**config.mk**
```make
export PLATFORM = sky130hd
export DESIGN_NAME = fetch_ctrl
export DESIGN_NICKNAME = d
export VERILOG_FILES = /design/src/rtl/fetch_ctrl_pkg.sv /design/src/rtl/trigger_sync.sv /design/src/rtl/fetch_ctrl.sv
export SDC_FILE = /design/constraint.sdc
export NUM_CORES = 1
export LEC_CHECK = 0
export CORE_AREA = 2 2 39 41
export DETAILED_ROUTE_END_ITERATION = 8
export DIE_AREA = 0 0 41 43
export SYNTH_ARGS = -nofsm -noshare
export SYNTH_HDL_FRONTEND = slang
export SYNTH_SLANG_ARGS = --single-unit
```
**constraint.sdc**
```tcl
create_clock -name clk -period 1.75 [get_ports clk]
set_input_delay 0.2625 -clock clk [delete_from_list [all_inputs] [get_ports clk]]
set_output_delay 0.2625 -clock clk [all_outputs]
set_load 0.03 [all_outputs]
```
**src/rtl/fetch_ctrl_pkg.sv**
```systemverilog
// Shared types and constants for the fetch sequencing controller.
// The PC mux imports the SEL_* encodings from this package.
package fetch_ctrl_pkg;

    typedef enum logic [1:0] {
        IDLE = 2'd0,
        RUN  = 2'd1,
        HALT = 2'd2
    } fetch_state_t;

    localparam logic [1:0] SEL_PC4    = 2'b00;
    localparam logic [1:0] SEL_IMM    = 2'b01;
    localparam logic [1:0] SEL_RESULT = 2'b10;
    localparam logic [1:0] SEL_RSTVEC = 2'b11;

endpackage

```
**src/rtl/trigger_sync.sv**
```systemverilog
// Two-flop synchronizer plus rising-edge detector for asynchronous
// button-level inputs. A held level produces a single one-cycle pulse.
module trigger_sync (
    input  logic clk,
    input  logic rst,
    input  logic async_i,
    output logic edge_o
);

    // sync_q[0] = first stage, sync_q[1] = synchronized level,
    // sync_q[2] = synchronized level delayed by one cycle.
    logic [2:0] sync_q;

    // Shift the async level through the synchronizer and edge history
    always_ff @(posedge clk or posedge rst) begin
        if (rst) sync_q <= '0;
        else     sync_q <= {sync_q[1:0], async_i};
    end

    assign edge_o = sync_q[1] & ~sync_q[2];

endmodule

```
**src/rtl/fetch_ctrl.sv**
```systemverilog
// Fetch sequencing controller: PC load enable, next-PC select, stall and
// flush lines, and the IDLE/RUN/HALT life-cycle started by trigger.
// Optional feature macro: FETCH_PERF_EN adds saturating perf counters.
module fetch_ctrl
    import fetch_ctrl_pkg::*;
#(
    parameter int CNT_WIDTH = 32
) (
    input  logic                 clk,
    input  logic                 rst,
    input  logic                 trigger,
    input  logic                 pcsrc,
    input  logic                 jalr,
    input  logic                 load_use,
    input  logic                 halt_req,
    output logic                 pc_en,
    output logic [1:0]           next_sel,
    output logic                 stall_f,
    output logic                 stall_d,
    output logic                 flush_d,
    output logic                 flush_e,
    output logic                 running
`ifdef FETCH_PERF_EN
   ,output logic [CNT_WIDTH-1:0] cycle_cnt,
    output logic [CNT_WIDTH-1:0] instret_cnt,
    output logic [CNT_WIDTH-1:0] stall_cnt
`endif
);

    fetch_state_t state_q, state_d;
    logic         trig_edge;
    logic         lu_win;

    trigger_sync u_trig (
        .clk    (clk),
        .rst    (rst),
        .async_i(trigger),
        .edge_o (trig_edge)
    );

    // State register; async reset returns straight to IDLE
    always_ff @(posedge clk or posedge rst) begin
        if (rst) state_q <= IDLE;
        else     state_q <= state_d;
    end

    // Next state and outputs; RUN outputs follow hazard inputs combinationally.
    // Redirects win over load_use because the stalled instruction is squashed.
    always_comb begin
        state_d  = state_q;
        pc_en    = 1'b1;
        next_sel = SEL_RSTVEC;
        stall_f  = 1'b0;
        stall_d  = 1'b0;
        flush_d  = 1'b1;
        flush_e  = 1'b1;
        running  = 1'b0;
        lu_win   = 1'b0;
        unique case (state_q)
            IDLE: begin
                if (trig_edge) state_d = RUN;
            end
            RUN: begin
                running  = 1'b1;
                next_sel = SEL_PC4;
                if (halt_req) begin
                    pc_en   = 1'b0;
                    state_d = HALT;
                end else if (jalr) begin
                    next_sel = SEL_RESULT;
                end else if (pcsrc) begin
                    next_sel = SEL_IMM;
                end else if (load_use) begin
                    pc_en   = 1'b0;
                    stall_f = 1'b1;
                    stall_d = 1'b1;
                    flush_d = 1'b0;
                    lu_win  = 1'b1;
                end else begin
                    flush_d = 1'b0;
                    flush_e = 1'b0;
                end
            end
            HALT: begin
                pc_en    = 1'b0;
                next_sel = SEL_PC4;
                stall_f  = 1'b1;
                stall_d  = 1'b1;
                flush_d  = 1'b0;
                flush_e  = 1'b0;
                if (trig_edge) state_d = IDLE;
            end
            default: state_d = IDLE;
        endcase
    end

`ifdef FETCH_PERF_EN
    logic [CNT_WIDTH-1:0] cycle_q, instret_q, stall_q;
    logic                 in_run;
    logic                 start_run;

    assign in_run    = (state_q == RUN);
    assign start_run = (state_q == IDLE) && trig_edge;

    // Saturating RUN-time counters, cleared on every fresh start
    always_ff @(posedge clk or posedge rst) begin
        if (rst) begin
            cycle_q   <= '0;
            instret_q <= '0;
            stall_q   <= '0;
        end else if (start_run) begin
            cycle_q   <= '0;
            instret_q <= '0;
            stall_q   <= '0;
        end else if (in_run) begin
            if (cycle_q != '1)
                cycle_q <= cycle_q + CNT_WIDTH'(1);
            if (pc_en && next_sel == SEL_PC4 && instret_q != '1)
                instret_q <= instret_q + CNT_WIDTH'(1);
            if (lu_win && stall_q != '1)
                stall_q <= stall_q + CNT_WIDTH'(1);
        end
    end

    assign cycle_cnt   = cycle_q;
    assign instret_cnt = instret_q;
    assign stall_cnt   = stall_q;
`else
    logic unused_perf;
    assign unused_perf = lu_win ^ (CNT_WIDTH != 0);
`endif

endmodule

```
==> impl_metrics.py <==
metrics = {
    "status": {
        "status": "complete, but fails checks",
        "violations": "negative setup slack",
    },
    "yosys": {
        "ys_async_sr_fraction": 1.00,
        "synth.yosys.warnings": 0,
        "synth-edff-count": 0,
        "synth_common_cells": "dfrtp_1, ha_1, inv_1, nor2b_1, mux2_1",
        "synth.distinct_cells": 19,
        "synth_nets": 43,
        "yosys.area.top_type": "dfrtp_1",
        "ys_seq_area_frac": 0.383,
        "netlist_area_um2": 327,
        "ys_top_cells_by_area": "dfrtp_1, ha_1, mux2_1",
        "synth-seq-cells": 5,
        "ys.flop_type": "dfrtp_1",
        "synth_most_common_cell": "dfrtp_1",
        "yosysTopAreaCellShare": 0.383,
        "syn-instance-count": 32,
        "syn_avg_cell_area_um2": 10.2,
    },
    "clock_network": {
        "cts-buffers-inserted": 3,
        "clockBufferDepth": 2,
        "h-tree-depth": 1,
        "holdBufCountCts": 0,
        "cts.clk_slew.worst_paths_ns": 0.04,
        "cts.sinks": 5,
        "clk-insertion-delay-late_ns": 0.23,
        "cts_tree": "done",
        "root_buffer": "clkbuf_4",
    },
    "setup_path": {
        "crit_top_cell": "buf_6",
        "crit_path_top_delay_cell": "dfrtp_1",
        "start_kind": "flop",
        "crit_arrival_ns": 1.52,
        "crit_fanout": 4,
        "cpPeakStageDelay_ns": 0.41,
        "critPathCaptureType": "output pin",
        "critical_path.cell_chain": "ha_4 -> and2b_1 -> buf_6 -> a21oi_4 -> a21o_1 -> buf_6",
        "path_class": "reg -> out",
        "worstPathRequired_ns": 1.49,
    },
    "floorplan": {
        "start_util": 0.236,
        "io_pins": 15,
        "die_w_um": 41,
        "die_h_um": 43,
        "die_area_mm2": 0.00176,
        "core_mm2": 0.00138,
        "placement_rows": 14,
    },
    "grt": {
        "antenna_found_initial": 0,
        "grt_max_degree": 6,
        "grt_first_pass_wirelength_um": 1170,
        "grt_pass1_vias": 322,
        "grt-ovfl-total": 0,
        "track_usage": 0.0991,
    },
    "power": {
        "power.leakage_uw": 0.000300,
        "p_per_area_mw_per_mm2": 1910,
        "max-vdd-ir-drop_mv": 0.668,
    },
    "timing": {
        "hold_viol_final": 0,
        "holdWs_ns": 0.218,
        "fin_crit_sh": 1.02,
        "fin_setup_tns_ns": -0.0859,
        "worst_slack_ns": -0.0301,
        "worstMarginPinSlew_ns": 0.384,
        "relSlewSlack": 0.743,
        "max_freq_mhz": 562,
        "slew_violations": 0,
        "clock_skew_ns": 0.00107,
        "finalSetupViolCount": 3,
        "period_minus_slack_ns": 1.78,
        "rsz0062_at_grt": "yes",
    },
    "finish": {
        "fillers": 129,
        "multiInputGateArea_um2": 228,
        "final_net_count": 72,
        "design_area_um2": 626,
        "diodes": 0,
        "regArea_um2": 125,
        "areaGrowthSynthToFinish_pct": 91.6,
        "drive_gt1_frac": 0.533,
    },
    "placement": {
        "io_buffers": 14,
        "pre_cts_slack_ns": 0.0138,
        "place_congestion": 0.663,
        "postPlaceCellArea_um2": 519,
        "hpwl_um": 516,
    },
    "hold_path": {
        "hold_class": "in -> async",
    },
    "route": {
        "vias": 320,
        "drt_pass1_iterations": 1,
        "wl_um": 760,
        "antenna_left": 0,
        "avgRoutedWirePerCell_um": 10.0,
        "drc": 0,
        "routed_via_density": 4.21,
        "drtIter0Drc": 0,
    },
    "job": {
        "drv_cap": 0,
    },
}
## metrics by stage
stage	total power [µW]	cells	utilization
detailed placement	920	64	0.375
global placement	919	64	0.375
floorplan	701	32	-
finish	1190	76	0.452
global route	1290	76	0.452
CTS	1150	74	0.432
## final timing paths
path	depth (start not counted)	start	end	slack, ns
hold reg to reg	0	u_trig.sync_q[0]$_DFF_PP0_	u_trig.sync_q[1]$_DFF_PP0_	0.34
setup / recovery	6	state_q[0]$_DFFE_PP0P_	flush_e	-0.03
setup reg to reg	7	state_q[1]$_DFFE_PP0P_	state_q[1]$_DFFE_PP0P_	0.24
max in group asynchronous	2	rst	u_trig.sync_q[2]$_DFF_PP0_	1.37
hold / removal	2	rst	state_q[0]$_DFFE_PP0P_	0.22
min in group clk	0	u_trig.sync_q[0]$_DFF_PP0_	u_trig.sync_q[1]$_DFF_PP0_	0.34
## kinds of logic after synthesis
logic type | after synthesis | share of synthesized area
flip-flops | 5 | 0.383
adder cells (fa/ha/maj) | 4 | 0.153
AND/OR/NAND/NOR | 8 | 0.149
multiplexers | 2 | 0.0690
AO/OA/AOI/OAI | 8 | 0.176
buffers and inverters | 5 | 0.0690
## what timing repair did
item	in CTS	in global routing
pin swaps	1	1
buffers inserted	6	2
endpoints found under the setup margin	7	7
hold endpoints to repair	0	0
gates resized for setup	5	4
## placed cells by master, fill, tap and decap left out, types with 2 or more instances in the layout
cell             instances
buf_4                   16
buf_6                    2
clkbuf_4                 3
clkdlybuf4s50_1          6
dfrtp_1                  5
ha_1                     2
inv_1                    3
mux2_1                   2
## registers in the layout (all words and copies together), names as in the netlist
name and count:
u_trig.sync_q 3, state_q 2
## report_power, final
| group | internal (µW) | total, µW | switching [µW] | leakage, µW |
|---|---|---|---|---|
| combinational | 436 | 898 | 462 | 0.000225 |
| clock | 85.9 | 128 | 42.0 | 0.0000150 |
| sequential | 143 | 167 | 23.6 | 0.0000597 |
## critical path, delay by kind of cell (launching register included)
family / cells / cell delay, ns
buffers and inverters: 2 / 0.25
AND/OR/NAND/NOR: 1 / 0.18
AO/OA/AOI/OAI: 2 / 0.25
flip-flops: 1 / 0.41
adder cells (fa/ha/maj): 1 / 0.19
## metal layers
layer | GRT usage | up-vias | part of all wire
li1 | - | 161 | -
met1 | 0.0954 | 144 | 0.37
met2 | 0.166 | 15 | 0.51
met3 | 0.0209 | 0 | 0.12
met4 | 0.0800 | 0 | 0
met5 | 0 | - | 0
## cell type report
type                            count  area share
Timing Repair Buffer               25       0.338
Multi-Input combinational cell     22       0.364
Clock buffer                        4      0.0420
Sequential cell                     5       0.200
Inverter                            4      0.0240
Tap cell                           16      0.0320
Note: power is estimated with default switching activity, not from simulation.
